## src/rtl/lpc_synth.sv

```systemverilog
// LPC synthesis stage: pulse/noise excitation through a 10th-order all-pole IIR,
// one tap per clock on a single MAC, one output sample per accepted sample_tick.
module lpc_synth #(
  parameter int unsigned ORDER     = 10,
  parameter int unsigned COEF_FRAC = 13,
  parameter int unsigned ACC_W     = 40,
  parameter logic [15:0] LFSR_SEED = 16'hACE1
) (
  input  logic                  clk,
  input  logic                  rst,
  input  logic                  sample_tick,
  input  logic                  frame_valid,
  input  logic [ORDER*16-1:0]   coefs,
  input  logic                  voiced,
  input  logic [15:0]           pitch_period,
  input  logic [14:0]           gain,
  output logic signed [15:0]    y,
  output logic                  y_valid,
  output logic                  busy,
  output logic                  overrun
);

  localparam int unsigned TAP_W = (ORDER > 1) ? $clog2(ORDER) : 1;
  localparam logic [TAP_W-1:0] LAST_TAP = TAP_W'(ORDER - 1);
  localparam logic signed [ACC_W-1:0] RND_HALF = ACC_W'(1) << (COEF_FRAC - 1);
  localparam logic signed [ACC_W-1:0] SAT_MAX  = ACC_W'(32767);
  localparam logic signed [ACC_W-1:0] SAT_MIN  = -ACC_W'(32768);

  typedef enum logic [1:0] {IDLE, EXC, MAC, OUT} state_t;

  state_t                     state_q, state_d;
  logic [TAP_W-1:0]           tap_q, tap_d;
  logic signed [ACC_W-1:0]    acc_q, acc_d;
  logic signed [15:0]         hist_q [ORDER];
  logic signed [15:0]         hist_d [ORDER];
  logic [15:0]                lfsr_q, lfsr_d;
  logic [15:0]                pc_q, pc_d;
  logic signed [15:0]         y_q, y_d;
  logic                       y_valid_q, y_valid_d;
  logic                       overrun_q, overrun_d;

  logic [ORDER*16-1:0]        sh_coefs_q, sh_coefs_d, act_coefs_q, act_coefs_d;
  logic                       sh_voiced_q, sh_voiced_d, act_voiced_q, act_voiced_d;
  logic [15:0]                sh_pp_q, sh_pp_d, act_pp_q, act_pp_d;
  logic [14:0]                sh_gain_q, sh_gain_d, act_gain_q, act_gain_d;

  logic signed [31:0]         noise_prod;
  logic signed [31:0]         tap_prod;
  logic signed [ACC_W-1:0]    rnd;
  logic signed [ACC_W-1:0]    shr;
  logic signed [15:0]         ysat;
  logic [15:0]                exc;

  assign noise_prod = $signed(lfsr_q) * $signed({1'b0, act_gain_q});
  assign tap_prod   = $signed(act_coefs_q[16*tap_q +: 16]) * hist_q[tap_q];
  assign rnd        = acc_q + RND_HALF;
  assign shr        = rnd >>> COEF_FRAC;

  always_comb begin
    if (shr > SAT_MAX)      ysat = 16'sh7FFF;
    else if (shr < SAT_MIN) ysat = -16'sh8000;
    else                    ysat = 16'(shr);
  end

  always_comb begin
    state_d      = state_q;
    tap_d        = tap_q;
    acc_d        = acc_q;
    hist_d       = hist_q;
    lfsr_d       = lfsr_q;
    pc_d         = pc_q;
    y_d          = y_q;
    y_valid_d    = 1'b0;
    overrun_d    = overrun_q;
    sh_coefs_d   = sh_coefs_q;
    sh_voiced_d  = sh_voiced_q;
    sh_pp_d      = sh_pp_q;
    sh_gain_d    = sh_gain_q;
    act_coefs_d  = act_coefs_q;
    act_voiced_d = act_voiced_q;
    act_pp_d     = act_pp_q;
    act_gain_d   = act_gain_q;
    exc          = '0;

    if (frame_valid) begin
      sh_coefs_d  = coefs;
      sh_voiced_d = voiced;
      sh_pp_d     = pitch_period;
      sh_gain_d   = gain;
    end

    unique case (state_q)
      IDLE: begin
        if (sample_tick) begin
          // sh_*_d already reflects a same-cycle frame_valid
          act_coefs_d  = sh_coefs_d;
          act_voiced_d = sh_voiced_d;
          act_pp_d     = sh_pp_d;
          act_gain_d   = sh_gain_d;
          state_d      = EXC;
        end
      end
      EXC: begin
        lfsr_d = {lfsr_q[14:0], lfsr_q[15] ^ lfsr_q[13] ^ lfsr_q[12] ^ lfsr_q[10]};
        if (!act_voiced_q) begin
          exc  = 16'(noise_prod >>> 15);
          pc_d = '0;
        end else if (act_pp_q == '0) begin
          pc_d = '0;
        end else if (pc_q == '0) begin
          exc  = {1'b0, act_gain_q};
          pc_d = act_pp_q - 16'd1;
        end else begin
          pc_d = pc_q - 16'd1;
        end
        acc_d   = {{(ACC_W-16-COEF_FRAC){exc[15]}}, exc, {COEF_FRAC{1'b0}}};
        tap_d   = '0;
        state_d = MAC;
      end
      MAC: begin
        acc_d = acc_q - {{(ACC_W-32){tap_prod[31]}}, tap_prod};
        if (tap_q == LAST_TAP) state_d = OUT;
        else                   tap_d   = tap_q + TAP_W'(1);
      end
      OUT: begin
        y_d       = ysat;
        y_valid_d = 1'b1;
        hist_d[0] = ysat;
        for (int unsigned i = 1; i < ORDER; i++) hist_d[i] = hist_q[i-1];
        state_d   = IDLE;
      end
    endcase

    if (sample_tick && state_q != IDLE) overrun_d = 1'b1;
  end

  always_ff @(posedge clk or posedge rst) begin
    if (rst) begin
      state_q      <= IDLE;
      tap_q        <= '0;
      acc_q        <= '0;
      hist_q       <= '{default: '0};
      lfsr_q       <= LFSR_SEED;
      pc_q         <= '0;
      y_q          <= '0;
      y_valid_q    <= 1'b0;
      overrun_q    <= 1'b0;
      sh_coefs_q   <= '0;
      sh_voiced_q  <= 1'b0;
      sh_pp_q      <= '0;
      sh_gain_q    <= '0;
      act_coefs_q  <= '0;
      act_voiced_q <= 1'b0;
      act_pp_q     <= '0;
      act_gain_q   <= '0;
    end else begin
      state_q      <= state_d;
      tap_q        <= tap_d;
      acc_q        <= acc_d;
      hist_q       <= hist_d;
      lfsr_q       <= lfsr_d;
      pc_q         <= pc_d;
      y_q          <= y_d;
      y_valid_q    <= y_valid_d;
      overrun_q    <= overrun_d;
      sh_coefs_q   <= sh_coefs_d;
      sh_voiced_q  <= sh_voiced_d;
      sh_pp_q      <= sh_pp_d;
      sh_gain_q    <= sh_gain_d;
      act_coefs_q  <= act_coefs_d;
      act_voiced_q <= act_voiced_d;
      act_pp_q     <= act_pp_d;
      act_gain_q   <= act_gain_d;
    end
  end

  assign y       = y_q;
  assign y_valid = y_valid_q;
  assign busy    = (state_q != IDLE);
  assign overrun = overrun_q;

endmodule
```

## config.mk

```make
export PLATFORM = sky130hd
export DESIGN_NAME = lpc_synth
export DESIGN_NICKNAME = d
export VERILOG_FILES = /design/src/rtl/lpc_synth.sv
export SDC_FILE = /design/constraint.sdc
export NUM_CORES = 2
export LEC_CHECK = 0
export ABC_AREA = 1
export CAP_MARGIN = 20
export CORE_UTILIZATION = 50
export CTS_CLUSTER_DIAMETER = 80
export DETAILED_ROUTE_END_ITERATION = 7
export PLACE_DENSITY = 0.75
export SYNTH_ARGS = -nofsm -noshare
export SYNTH_HDL_FRONTEND = slang
export SYNTH_SLANG_ARGS = --single-unit
```

## constraint.sdc

```tcl
create_clock -name clk -period 26.4 [get_ports clk]
set_clock_uncertainty 0.2 [all_clocks]
set_input_delay 6.6 -clock clk [delete_from_list [all_inputs] [get_ports clk]]
set_output_delay 6.6 -clock clk [all_outputs]
set_load 0.005 [all_outputs]
```

## Yosys cells after proc, flatten, opt, wreduce, memory -nomap -nowiden

Index checks and enable logic that the tools add are counted.

- Add/sub/neg operators: 5
- Multiply operators: 2
- Magnitude comparators: 3
- Eq/ne operators: 7
- Shift operators: 1
- Mux-type cells: 22
- Bitwise operators: 4
- Reduce and logical (&&, ||, !) cells: 9

Operators with widths:

| operator | number |
|---|---|
| 2-to-1 mux 160 bit | 1 |
| variable part select 160 x 9 -> 16 bit | 1 |
| 2-to-1 mux 16 bit | 9 |
| case mux 40 bit (2 select lines) | 1 |
| binary-select mux 16 bit (select 4 bit) | 1 |
| 2-to-1 mux 15 bit | 3 |
| adder 40 x 14 -> 40 bit (second input constant) | 1 |
| subtractor 40 bit | 1 |
| zero test 16 bit | 2 |
| multiplier 16 x 16 -> 32 bit | 1 |
| subtractor 16 x 1 -> 16 bit (second input constant) | 2 |
| multiplier 16 x 16 -> 31 bit | 1 |
| greater-than comparator 27 x 16 -> 1 bit (second input constant) | 1 |
| less-than comparator 27 x 16 -> 1 bit (second input constant) | 1 |
| case mux 2 bit (4 select lines) | 1 |
| case mux 4 bit (2 select lines) | 1 |
| != test 2 bit (second input constant) | 3 |
| AND reduction 2 bit | 3 |
| >= comparator 5 bit (second input constant) | 1 |
| inverter 4 -> 5 bit | 1 |
| adder 4 x 1 -> 4 bit (second input constant) | 1 |
| equality test 2 bit (second input constant) | 2 |
| equality test 4 bit (second input constant) | 1 |
| 2-to-1 mux 2 bit | 2 |
| other kinds (7) | 11 |

- Bits in registers: 624
- Input bits: 196
- Output and inout bits: 19
- Logic and storage cells: 78

## Logic depth before layout (Yosys ltp)

- Depth after elaboration: 7
- Mapped depth: 52
- Gate-level depth less buffers: 49

## Least setup slack after synthesis

OpenSTA, ideal clock, no wires.

- Path kind: register -> register
- Start point: register tap_q[0]
- End point: register acc_q[37]
- Setup time: 88 ps
- Arrival: 8609 ps
- Data required time: 26112 ps
- Setup slack: 17502 ps
- Cell stages (with the launch flop): 47
- Buffers on the path: 5
- Period minus slack after synthesis: 8898 ps
- Path through: dfrtp_1 buf_2 clkbuf_1 clkbuf_1 buf_1 a21oi_1 o21ai_1 clkbuf_1 nand2_1 fa_1 inv_1 fa_1 inv_1 fa_1 inv_1 fa_1 fa_1 inv_1 (+11 left out) a21boi_0 o21ai_0 xor2_1 ha_1 nand2_1 nor2_1 inv_1 o221ai_1 a21o_1 a31oi_1 inv_1 nand2_1 nand2_1 nand2_1 nand2_1 nand2_1 nand3_1 a22oi_1

- Word-level cells in the longest chain between the ends: 7
- Elaborated cells between the ends (all ways): 8
- Those cells by class: 1 x add/sub; 1 x mul; 1 x shift; 4 x mux; 1 x bitwise

Ends and longest elaborated chain:

| element | RTL line | text |
|---|---|---|
| from (decl) | 32 | `logic [TAP_W-1:0] tap_q, tap_d;` |
| from (signal assigned) | 158 | `tap_q <= tap_d;` |
| parallel branches: the longest is 4 deep, another holds variable part select 160 x 9 -> 16 bit | -- |  |
| multiplier 16 x 16 -> 32 bit (*) | 55 | `assign tap_prod = $signed(act_coefs_q[16*tap_q +: 16]) * hist_q[tap_q];` |
| subtractor 40 bit (*) | 121 | `acc_d = acc_q - {{(ACC_W-32){tap_prod[31]}}, tap_prod};` |
| case mux 40 bit (2 select lines) (*) | 92 | `unique case (state_q)` |
| to (signal assigned) | 141 | `acc_q <= '0;` |
| to (signal assigned) | 159 | `acc_q <= acc_d;` |
| to (decl) | 33 | `logic signed [ACC_W-1:0] acc_q, acc_d;` |

Mark *: on every way between the ends. The select of a mux whose other input is x is not followed.
A chain may end at the register's enable or synchronous reset.

## Worst setup path after layout

Ends and elaborated chain as after synthesis.

==> summary.txt <==
Run status
  – Outcome: complete, no violations

Clocking
  – Clk buf depth: 3
  – Cts repair resizes: 0
  – CTS Hold Bufs: 0
  – CTS tree: built
  – H-tree lvl count: 3
  – CTS sink count: 624
  – Worst-Skew Late Latency: 630 ps
  – Post-CTS Setup Bufs: 0
  – CTS root buffer: clkbuf_16
  – Num CTS Buffers: 71
  – Reg clk slew, reported paths: 60 ps

Die
  – Die area: 0.09874 mm^2
  – Die Ht: 314.2 um
  – Core footprint: 0.09657 mm^2
  – Width of the die: 314.2 um
  – Starting density of the core: 50.48%
  – # IOs: 215
  – Cell Rows: 114

Timing
  – Final period util: 43.04%
  – Fmax: 0.08800 GHz
  – Minimum clock period: 11360 ps
  – RSZ-0062 raised after global routing: false
  – Final Hold Vio Count: 0
  – Actual slew at the worst max-slew pin: 1118 ps
  – Setup TNS: 0 ps
  – Slew Limit Fails: 0
  – Final setup vio count: 0
  – Worst slew margin relative to its limit: 25.49%

Critical path
  – Crit-path max FO: 101
  – WS Path Type: register to register
  – Crit end category: register
  – CP max stage delay: 880 ps
  – CP max stage cell: fa_1
  – Critical Path RT: 26730 ps
  – Critical Path AT: 11690 ps
  – CP most frequent cell: nand2_1
  – Startpoint types: register

Yosys
  – Yosys cell types: 54
  – Async set or reset register ratio after synthesis: 100.0%
  – Post-Syn Instances: 5776
  – Yosys reg bits: 624
  – Seq/Total Area, Yosys: 32.05%
  – Count of flip-flops with a built-in enable after synthesis: 0
  – Syn. warnings: 0
  – Mapped Area: 0.04875 mm^2
  – Mean Syn Cell Area: 8.439 um^2
  – Synth Flop Type: dfrtp_1
  – Post-synth top area share: 31.62%
  – Syn_nets: 6672
  – Synth area leader: dfrtp_1
  – Top cells by area, synth: dfrtp_1 (32%), fa_1 (21%), nand2_1 (10%), inv_1 (9.0%), ha_1 (5.1%)

Detailed routing
  – DRT antenna net count: 0
  – DR iter-0 viols: 3219
  – WL/cell: 17.60 um
  – Routed WL: 125.8 mm
  – Drt first pass iters: 8
  – Residual DRC count: 0
  – Via density: 5.333
  – Vias after detailed routing: 38110

GRT
  – GRT Total Usage: 26.29%
  – Initial antenna violation count: 4
  – First-pass GRT wire length: 207.5 mm
  – Largest net degree at the start of global routing: 190
  – M2 GR Usage: 42.68%
  – Number of global-route vias before repair: 38850
  – Met1 Track Usage GR: 36.21%
  – Grt peak-use layer: met2
  – Met3 Resource Use GR: 4.486%
  – Congestion Overflow GR: 0

Placed design
  – Port Buf Inserts: 214
  – Placed wire-length estimate: 94.70 mm
  – Final Wtd Congestion: 0.9309

Flow run
  – Max-cap violations: 0

Finish
  – Final-stage net count: 6709
  – Fraction of layout cells with a size suffix above 1: 6.611%
  – Area Growth Syn to Fin: 10.93%

Worst hold path
  – HP Class: register to register
kinds of logic (layout without fill, tap and decap cells):
family,count (synthesis),in the layout,share of synthesized area [%]
simple gates,1784,1784,14.51
buf+inv,1469,1562,11.47
compound gates,924,924,10.32
fa+ha+maj,700,700,25.71
flops,624,624,32.05
mux,193,193,4.459
xor+xnor,82,82,1.473
other cells,0,1,0
placed cells by master, fill, tap and decap left out, types with 193 or more instances in the layout:
| cell type | netlist | layout |
|---|---|---|
| mux2_2 | 193 | 193 |
| fa_1 | 503 | 503 |
| a21oi_1 | 328 | 328 |
| nand2_1 | 1346 | 1345 |
| o21ai_0 | 421 | 421 |
| dfrtp_1 | 616 | 614 |
| inv_1 | 1169 | 1167 |
| ha_1 | 197 | 196 |
| clkdlybuf4s50_1 | 0 | 213 |
| nor2_1 | 228 | 228 |
state kept, by name, indices dropped and copies added (netlist names):
register,cells
acc_q,40
act_coefs_q,160
act_gain_q,15
act_pp_q,16
act_voiced_q,1
hist_q,144
lfsr_q,16
overrun,1
pc_q,16
sh_coefs_q,160
sh_gain_q,15
sh_pp_q,16
sh_voiced_q,1
state_q,2
tap_q,4
y,16
y_valid,1
Yosys cell counts (2+ instances only):
cell      count
nor3b_1       2
a31oi_1      13
a21oi_1     328
fa_1        503
buf_6         2
mux2_2      193
o211ai_1     43
o21a_1        5
buf_1        30
nor3_1       24
nor2_2        4
nand3b_1      5
nor4_1        9
nand3_2       2
buf_2         2
a22oi_1      10
buf_4        16
nor2_1      228
o21ai_1      22
ha_1        197
o21bai_1      4
o41ai_1       2
inv_1      1169
xnor2_1      34
a21o_1        6
clkbuf_1    242
nand2_1    1346
nand4_1      23
o21ai_0     421
a21boi_0      3
o31ai_1      12
clkinv_1      7
and2_1        3
a32o_1       16
a21oi_2      10
o22ai_1      20
dfrtp_1     616
dfstp_2       8
nand3_1     130
a211oi_1      2
o221ai_1      3
nor3_2        2
xor2_1       48
layer usage:
metal / routed length, um / share of wire, % / vias up
met5: 29 / 0.023 / -
met1: 54390 / 43 / 18730
li1: - / - / 17810
met4: 3614 / 2.9 / 4
met2: 58540 / 47 / 1345
met3: 9223 / 7.3 / 228
metrics by stage:
step	cells	util, %	worst slack [ps]	area, um^2	hold slack, ps
floorplan	5776	-	2138	48750	243.6
global placement	7016	53.55	15370	51710	239.2
detailed placement	7016	53.55	15130	51710	259.0
CTS	7145	55.99	15060	54070	270.3
global route	7145	55.99	14120	54070	290.6
finish	7146	56.00	15040	54070	262.4
final timing paths:
| path | from | end | slack [ps] | depth (start not counted) |
|---|---|---|---|---|
| max in group asynchronous | rst | lfsr_q[14]$_DFFE_PP0P_ | 17620 | 4 |
| hold reg to reg | overrun$_DFFE_PP0P_ | overrun$_DFFE_PP0P_ | 260 | 1 |
| setup reg to reg | tap_q[0]$_DFFE_PP0P_ | acc_q[37]$_DFFE_PP0P_ | 15040 | 39 |
| hold / removal | overrun$_DFFE_PP0P_ | overrun$_DFFE_PP0P_ | 260 | 1 |
| setup / recovery | tap_q[0]$_DFFE_PP0P_ | acc_q[37]$_DFFE_PP0P_ | 15040 | 39 |
| min in group asynchronous | rst | act_coefs_q[38]$_DFFE_PP0P_ | 6300 | 2 |
final cells by class:
type | count | area [um^2]
well taps | 1276 | 1597
multi-input cells | 3683 | 27560
clock inverters | 24 | 284.0
clock buffers | 105 | 2078
diodes | 1 | 2.502
repair buffers | 256 | 2484
fillers | 8482 | 42490
flip-flops and latches | 624 | 15630
inverters | 1177 | 4433
worst max-delay path, delay by kind of cell, from the launching register on:
| kind | cells | cell delay, ps |
|---|---|---|
| fa+ha+maj | 8 | 4140 |
| compound gates | 11 | 2730 |
| buf+inv | 7 | 1900 |
| simple gates | 12 | 1110 |
| flops | 1 | 860 |
| xor+xnor | 1 | 220 |
Power is not shown: default switching activity piles up to over one toggle a cycle in this logic, so the estimate is an artifact.
